[config.mk]
export PLATFORM = sky130hd
export DESIGN_NAME = clock_32pps_flat
export DESIGN_NICKNAME = d
export VERILOG_FILES = /design/src/rtl/dh_pkg.sv /design/src/rtl/clock_32pps_if.sv /design/src/rtl/clock_32pps_sync2.sv /design/src/rtl/clock_32pps.sv /design/src/flat_wrapper.sv
export SDC_FILE = /design/constraint.sdc
export NUM_CORES = 1
export LEC_CHECK = 0
export ABC_AREA = 0
export BUFFER_PORTS_ARGS = -buffer_cell sky130_fd_sc_hd__buf_2
export CAP_MARGIN = 20
export CORE_MARGIN = 1.5
export CORE_UTILIZATION = 40
export CTS_BUF_LIST = sky130_fd_sc_hd__clkbuf_2 sky130_fd_sc_hd__clkbuf_4 sky130_fd_sc_hd__clkbuf_8
export DETAILED_ROUTE_END_ITERATION = 8
export PLACE_DENSITY_LB_ADDON = 0.05
export REMOVE_ABC_BUFFERS = 1
export SLEW_MARGIN = 30
export SYNTH_ARGS = -nofsm -noshare
export SYNTH_HDL_FRONTEND = slang
export SYNTH_SLANG_ARGS = --single-unit
[constraint.sdc]
create_clock -name clk -period 2.21 [get_ports clk]
set_input_delay 0.3315 -clock clk [delete_from_list [all_inputs] [get_ports clk]]
set_output_delay 0.3315 -clock clk [all_outputs]
set_load 0.1 [all_outputs]
[src/rtl/dh_pkg.sv]
// -----------------------------------------------------------------------------
// dh_pkg
// Shared tempo table for the Drums Hero game core. Holds the default system
// clock frequency and the three level rates, so every game block paces notes
// from the same numbers. Also provides the half-period helper and the level
// encoding used by the rhythm-clock generator.
// No ports (package).
// -----------------------------------------------------------------------------
package dh_pkg;

   localparam int unsigned DH_CLK_HZ = 32'd50_000_000;
   localparam int unsigned DH_RATE1  = 32'd32;
   localparam int unsigned DH_RATE2  = 32'd48;
   localparam int unsigned DH_RATE3  = 32'd64;

   typedef enum logic [1:0] {
      LVL1 = 2'd0,
      LVL2 = 2'd1,
      LVL3 = 2'd2
   } level_e;

   // Number of system clock cycles in one half of the output period
   // (integer truncation).
   function automatic int unsigned half_period(input int unsigned clk_hz,
                                               input int unsigned rate);
      return clk_hz / (32'd2 * rate);
   endfunction

endpackage

[src/rtl/clock_32pps_if.sv]
// -----------------------------------------------------------------------------
// clock_32pps_if
// Control/output bundle of the rhythm-clock generator.
//   stop   : 1 freezes the generator (asynchronous source)
//   nivel2 : selects level 2 (asynchronous source)
//   nivel3 : selects level 3, priority over nivel2 (asynchronous source)
//   clk32  : divided square wave
// master : game control side (drives stop/nivel*, observes clk32)
// slave  : the generator
// -----------------------------------------------------------------------------
interface clock_32pps_if;

   logic stop;
   logic nivel2;
   logic nivel3;
   logic clk32;

   modport master (output stop, output nivel2, output nivel3, input clk32);
   modport slave  (input stop, input nivel2, input nivel3, output clk32);

endinterface

[src/rtl/clock_32pps_sync2.sv]
// -----------------------------------------------------------------------------
// sync2
// Two-flop synchronizer for a single asynchronous level signal.
//   clk   : destination clock
//   rst_n : asynchronous active-low reset, both flops load RST_VAL
//   i_d   : asynchronous input
//   o_q   : synchronised output (registered)
// -----------------------------------------------------------------------------
module sync2 #(
   parameter logic RST_VAL = 1'b0
) (
   input  logic clk,
   input  logic rst_n,
   input  logic i_d,
   output logic o_q
);

   logic r_meta;
   logic r_sync;

   // Two-stage capture of the asynchronous input.
   always_ff @(posedge clk or negedge rst_n) begin
      if (!rst_n) begin
         r_meta <= RST_VAL;
         r_sync <= RST_VAL;
      end else begin
         r_meta <= i_d;
         r_sync <= r_meta;
      end
   end

   assign o_q = r_sync;

endmodule

[src/rtl/clock_32pps.sv]
// -----------------------------------------------------------------------------
// clock_32pps
// Programmable rhythm-clock generator. Divides clk down to a 50 % duty square
// wave clk32 at RATE1/RATE2/RATE3 Hz depending on the selected level; stop
// freezes it low.
//   clk   : system clock, rising edge
//   rst_n : asynchronous active-low reset
//   bus   : slave side of clock_32pps_if (stop, nivel2, nivel3 in; clk32 out)
// -----------------------------------------------------------------------------
module clock_32pps
   import dh_pkg::*;
#(
   parameter int unsigned CLK_HZ = DH_CLK_HZ,
   parameter int unsigned RATE1  = DH_RATE1,
   parameter int unsigned RATE2  = DH_RATE2,
   parameter int unsigned RATE3  = DH_RATE3
) (
   input  logic            clk,
   input  logic            rst_n,
   clock_32pps_if.slave    bus
);

   localparam int unsigned HALF1 = half_period(CLK_HZ, RATE1);
   localparam int unsigned HALF2 = half_period(CLK_HZ, RATE2);
   localparam int unsigned HALF3 = half_period(CLK_HZ, RATE3);
   // Level 1 has the longest half-period, so it sizes the counter.
   localparam int unsigned W     = $clog2(HALF1);

   localparam logic [W-1:0] LIM1     = W'(HALF1 - 32'd1);
   localparam logic [W-1:0] LIM2     = W'(HALF2 - 32'd1);
   localparam logic [W-1:0] LIM3     = W'(HALF3 - 32'd1);
   localparam logic [W-1:0] CNT_ZERO = {W{1'b0}};
   localparam logic [W-1:0] CNT_ONE  = W'(32'd1);

   logic         w_stop_s;
   logic         w_n2_s;
   logic         w_n3_s;
   level_e       w_level;
   logic [W-1:0] w_limit;
   logic [W-1:0] r_cnt;
   logic         r_clk32;

   // stop resets to 1 so the output stays frozen until stop is seen low.
   sync2 #(.RST_VAL(1'b1)) u_sync_stop (
      .clk   (clk),
      .rst_n (rst_n),
      .i_d   (bus.stop),
      .o_q   (w_stop_s)
   );

   sync2 #(.RST_VAL(1'b0)) u_sync_n2 (
      .clk   (clk),
      .rst_n (rst_n),
      .i_d   (bus.nivel2),
      .o_q   (w_n2_s)
   );

   sync2 #(.RST_VAL(1'b0)) u_sync_n3 (
      .clk   (clk),
      .rst_n (rst_n),
      .i_d   (bus.nivel3),
      .o_q   (w_n3_s)
   );

   // Level select: level 3 wins over level 2.
   always_comb begin
      w_level = LVL1;
      if (w_n3_s) begin
         w_level = LVL3;
      end else if (w_n2_s) begin
         w_level = LVL2;
      end else begin
         w_level = LVL1;
      end
   end

   // Terminal count of the selected level.
   always_comb begin
      w_limit = LIM1;
      case (w_level)
         LVL1:    w_limit = LIM1;
         LVL2:    w_limit = LIM2;
         LVL3:    w_limit = LIM3;
         default: w_limit = LIM1;
      endcase
   end

   // Half-period counter and output toggle. The >= test lets a switch to a
   // faster level with the count already past the new limit toggle on the
   // next edge instead of running through 2^W.
   always_ff @(posedge clk or negedge rst_n) begin
      if (!rst_n) begin
         r_cnt   <= CNT_ZERO;
         r_clk32 <= 1'b0;
      end else if (w_stop_s) begin
         r_cnt   <= CNT_ZERO;
         r_clk32 <= 1'b0;
      end else if (r_cnt >= w_limit) begin
         r_cnt   <= CNT_ZERO;
         r_clk32 <= ~r_clk32;
      end else begin
         r_cnt   <= r_cnt + CNT_ONE;
      end
   end

   assign bus.clk32 = r_clk32;

endmodule

[src/flat_wrapper.sv]
// flat-port wrapper written by rule: the top's interface ports become plain ports
module clock_32pps_flat import dh_pkg::*;
#(
   parameter int unsigned CLK_HZ = DH_CLK_HZ,
   parameter int unsigned RATE1  = DH_RATE1,
   parameter int unsigned RATE2  = DH_RATE2,
   parameter int unsigned RATE3  = DH_RATE3
)
  (clk, rst_n, bus_stop, bus_nivel2, bus_nivel3, bus_clk32);
  clock_32pps_if bus_i ();
  input  logic clk;
  input  logic rst_n;
  input wire logic [$bits(bus_i.stop)-1:0] bus_stop;
  input wire logic [$bits(bus_i.nivel2)-1:0] bus_nivel2;
  input wire logic [$bits(bus_i.nivel3)-1:0] bus_nivel3;
  output wire logic [$bits(bus_i.clk32)-1:0] bus_clk32;
  assign bus_i.stop = bus_stop;
  assign bus_i.nivel2 = bus_nivel2;
  assign bus_i.nivel3 = bus_nivel3;
  assign bus_clk32 = bus_i.clk32;
  clock_32pps #(.CLK_HZ(CLK_HZ), .RATE1(RATE1), .RATE2(RATE2), .RATE3(RATE3)) u_core (.clk(clk), .rst_n(rst_n), .bus(bus_i));
endmodule
; ---- Word level (Yosys, flattened, before mapping)
; Index checks and enable logic that the tools add are counted.
[op_classes]
addsub = 1
bitwise = 1
reduce_logical = 1
n_mux = 7
magnitude_cmp = 1
eq_ne = 2
[op_table]
columns = cell, count
row1 = two-way mux 20 bit, 2
row2 = one-hot mux 20 bit (2 select lines), 1
row3 = adder 20 x 1 -> 20 bit (second input constant), 1
row4 = >= comparator 20 bit, 1
row5 = two-way mux 1 bit, 3
row6 = == test 2 x 1 -> 1 bit (second input constant), 1
row7 = == test 2 bit (second input constant), 1
row8 = two-way mux 2 bit, 1
row9 = nonzero test 2 bit, 1
row10 = inverter 1 bit, 1
[word_totals]
reg_bits = 27
input_bits = 5
word_cells = 21
out_inout_bits = 1

; ---- Depth between registers and ports, before layout
[depth]
ltp_word = 7
depth_mapped = 9
mapped_depth_nobuf = 8

; ---- Modules after synthesis
; From an unflattened synthesis, not the netlist that was laid out.
[unflattened]
hier_cells = 133
area_unflattened_um2 = 1383.8
[modules_own_cells]
columns = module, cells_each, area_each_um2, seq_area_each_um2, n_inst
row1 = clock_32pps, 127, 1231.2, 525.5, 1
row2 = sync2 (u_core.u_sync_n2 ...), 2, 50.0, 50.0, 2
row3 = sync2 (u_core.u_sync_stop), 2, 52.6, 52.6, 1

; ---- Least setup slack after synthesis
; Ideal clock, no wire load.
[synth_timing]
path_kind = register -> register
from = register u_core.u_sync_n3.r_sync, in the netlist u_core.u_sync_n3.o_q
to = register u_core.r_clk32, in the netlist u_core.bus.clk32
path_stages_with_launch = 9
synth_period_minus_slack_ps = 2145
path_buffers = 0
t_arrival_ps = 2019
slack_ps = 65
path_cell_list = dfrtp_1 or2_2 inv_1 ha_1 and4_1 and3_1 a211oi_1 o21ai_2 mux2_4
[synth_between]
elab_chain_cells = 5
word_cells_on_any_way = 6
[synth_lines]
columns = element, line_no
row1 = "start, declared", clock_32pps_sync2.sv:19  ; logic r_sync;
row2 = "start signal, assigned", clock_32pps_sync2.sv:28  ; r_sync <= r_meta;
row3 = two-way mux 2 bit *, clock_32pps.sv:68  ; if (w_n3_s) begin
row4 = == test 2 bit or == test 2 x 1 -> 1 bit (tied branches), clock_32pps.sv:80  ; case (w_level)
row5 = one-hot mux 20 bit (2 select lines) *, clock_32pps.sv:80
row6 = >= comparator 20 bit *, clock_32pps.sv:98  ; end else if (r_cnt >= w_limit) begin
row7 = nonzero test 2 bit (no line) *, --
row8 = "end signal, assigned", clock_32pps.sv:100  ; r_clk32 <= ~r_clk32;
row9 = "end, declared", clock_32pps.sv:41  ; logic r_clk32;
; Every way passes the cells marked *; elsewhere a longest branch is shown, timed or not.
; A chain may end at the register's enable or synchronous reset.

; ---- Worst setup path after layout
; Same ends and word-level chain as after synthesis.

==> summary.txt <==
Logic synthesis
  – Post-synth top flop: dfrtp_1
  – Synth top cells by count: 25 x dfrtp_1, 25 x nor2_1, 12 x ha_1
  – Compound-Gate Fraction of Synth Area: 0.04159
  – Largest family of logic cells by synthesized area: simple AND/OR/NAND/NOR gates
  – Multiplexer share of the synthesized area: 0.01040
  – Synthesized area per cell: approximately 11 um^2
  – Gate Count Post-Synth: 137
  – Synth Register Bits: 27
  – Cell accounting for the most synthesized area: dfrtp_1
  – Synth warnings: 0
  – Synth area leaders: dfrtp_1 43%, ha_1 10%, xor2_1 6.7%, nor2_1 6.5%, xnor2_1 4.2%
  – Post-synth EDFFs: 0
  – Asr flop ratio synth: 1.000
  – XOR/XNOR share of the synthesized area: 0.1092
  – Sequential fraction of the synthesis area: 0.4697
  – Yosys cell types: 30
  – Area share of fa/ha/maj cells after synthesis: 0.1040
  – Post-Synthesis Cell Area: around 1400 um^2
  – Simple-gate share of the synthesized area: 0.2288
  – Top-area cell type share of the netlist area: 0.4333

Worst hold path
  – HP Class: input pin to flip-flop

Die
  – Area of the core: 3390 um^2
  – Die area: roughly 4000 um^2
  – Site row count: 21
  – Initial Util: 0.4260
  – I/O pin cnt: 6
  – Die height: between 60 and 70 um
  – Die X: approximately 63 um

Global routing
  – Initial antenna violation count: 0
  – GRT Overall Usage: 0.1477
  – Total grt overflow: 0
  – Vias in the first global route: 970
  – First-pass GRT wire length: approximately 4600 um
  – Largest net degree at the start of global routing: 28

Clocking
  – CTS tree: built
  – CTS Root Cell: clkbuf_4
  – Clock transition at path regs: 140 ps
  – Cts bufs inserted: 3
  – Clock sink count: 27
  – Setup bufs post-CTS: 0
  – Worst-skew pair later-pin latency: roughly 330 ps
  – Clock Path Buffers: 2
  – H-Tree Depth: 1

Setup path
  – Crit-path slowest cell: dfrtp_1
  – Worst setup EP type: flip-flop
  – Worst Path Required: approximately 2400 ps
  – CP max stage delay: 400 ps
  – Crit-path max FO: 3
  – Worst-path cell chain: or2_4, ha_4, and4_1, and3_4, o2111ai_4, o21ai_4, mux2_4
  – Crit path DAT: roughly 2400 ps
  – WS Path Type: flip-flop to flip-flop
  – CP startpoint kind: flip-flop

Layout
  – Synthesis-to-finish area growth: 12.57%
  – Fillers: between 300 and 400
  – Antenna fix cells: 0
  – Final instance area: about 1600 um^2
  – Share of layout cells above drive strength 1: 0.1973
  – Nets: about 170

Placement
  – IO Port Bufs: 5
  – HPWL after DPL: 1870 um
  – Gpl congestion: approximately 0.76
  – DP Area: between 1500 and 2000 um^2

Routing
  – DRC: 0
  – Via/cell ratio: 5.000
  – DRT iter0 DRCs: 35
  – ANT nets after route: 0
  – Final wirelength: approximately 2800 um
  – Vias after detailed routing: approximately 970
  – WL/cell: 14.44 um
  – DRT Pass-1 Iters: 5

Pwr
  – Pwr/cell area: around 510 nW/um^2
  – Peak supply drop: ~350 uV
  – Leakage power: 0.7202 nW
  – Total chip power: slightly above 800 uW

Timing
  – Final Hold Viols: 0
  – Max Clk Rate: 0.4619 GHz
  – Hold slack: about 85 ps
  – Final min period: 2165 ps
  – RSZ-0062 raised after global routing: yes
  – Sum Neg Setup Slack: 0 ps
  – Final Setup Violations: 0
  – Tightest Pin Transition: about 600 ps
  – Pins over their slew limit: 0
  – Final Skew: approximately 4.3 ps
  – Slew margin rel.: 0.5992
  – Final critical-path share of the clock period: 0.9797

Outcome
  – Outcome: finished, final reports clean

Run
  – Maximum capacitance violations: 0
[timing repair]
action                     CTS  global route
gates resized for setup      2             9
hold buffers                 1             0
pin swaps                    0             3
hold endpoints to repair    15             0
gates cloned                 0             1
setup endpoints to repair   10            21
[cells by family (layout without fill, tap and decap cells)]
family / count (synthesis) / count (layout)
simple gates: 61 / 61
flops: 27 / 27
xor+xnor: 18 / 18
fa+ha+maj: 12 / 12
buf+inv: 10 / 20
compound gates: 8 / 8
mux: 1 / 1
[final timing paths]
path / to / slack, ps / from / cells past startpoint
worst min register to register: u_core.u_sync_stop.o_q / 370 / u_core.u_sync_stop.r_meta / 0
worst max-delay path: u_core.bus.clk32 / 40 / u_core.u_sync_n3.o_q / 7
min in group asynchronous: u_core.r_cnt[12] / 520 / rst_n / 2
worst min-delay path: u_core.u_sync_stop.r_meta / 90 / bus_stop / 1
max in group asynchronous: u_core.bus.clk32 / 1290 / rst_n / 2
worst max register to register: u_core.bus.clk32 / 40 / u_core.u_sync_n3.o_q / 7
[critical path, delay by kind of cell, from the launching register on]
kind / cells / cell delay, ps
compound gates: 2 / 380
mux: 1 / 310
flops: 1 / 400
fa+ha+maj: 1 / 280
simple gates: 3 / 690
[stage by stage]
step                setup slack [ps]  std cells  utilization
global placement               46.63        187       0.4481
CTS                            10.84        192       0.4618
finish                         44.95        193       0.4795
detailed placement            -10.72        187       0.4481
global route                  -24.84        193       0.4795
floorplan                     -249.0        133            -
[power by group]
part           internal, mW  total (mW)  switching (mW)
sequential            0.508       0.520          0.0120
clock                0.0679       0.214           0.146
combinational        0.0326      0.0932          0.0606
[metal layers]
metal	part of all wire	global-route usage	vias to the layer above
met5	0	0	-
li1	-	-	488
met3	0.027	0.04286	2
met4	0.0068	0.03333	0
met1	0.48	0.1954	461
met2	0.49	0.2394	14
[sequential cells by signal, summed over array words and instances (netlist names)]
register,cells
u_core.u_sync_n2.r_meta,1
u_core.u_sync_stop.r_meta,1
u_core.r_cnt,20
u_core.u_sync_n3.r_meta,1
u_core.u_sync_stop.o_q,1
u_core.bus.clk32,1
u_core.u_sync_n2.o_q,1
u_core.u_sync_n3.o_q,1
[placed cells by master (no fill, tap or decap), types with 3 or more instances in the layout]
cell | synthesis | final
clkbuf_4 | 0 | 3
xor2_1 | 11 | 11
dfrtp_1 | 25 | 25
nor4_2 | 4 | 4
nand2_1 | 8 | 8
inv_1 | 6 | 6
xnor2_1 | 7 | 7
buf_2 | 0 | 5
buf_4 | 2 | 3
nor2_1 | 25 | 25
nand3_1 | 9 | 9
ha_1 | 12 | 11
nand4_1 | 3 | 3
[layout make-up]
class                           count  area (um^2)  area share
Clock buffer                        3        22.52     0.01386
Clock inverter                      1        5.005    0.003079
Timing Repair Buffer               10        68.82     0.04234
Multi-Input combinational cell    100        770.7      0.4742
Tap cell                           46        57.56     0.03541
Sequential cell                    27        678.2      0.4172
Inverter                            6        22.52     0.01386
No activity file was read; power rests on OpenSTA's default activity.
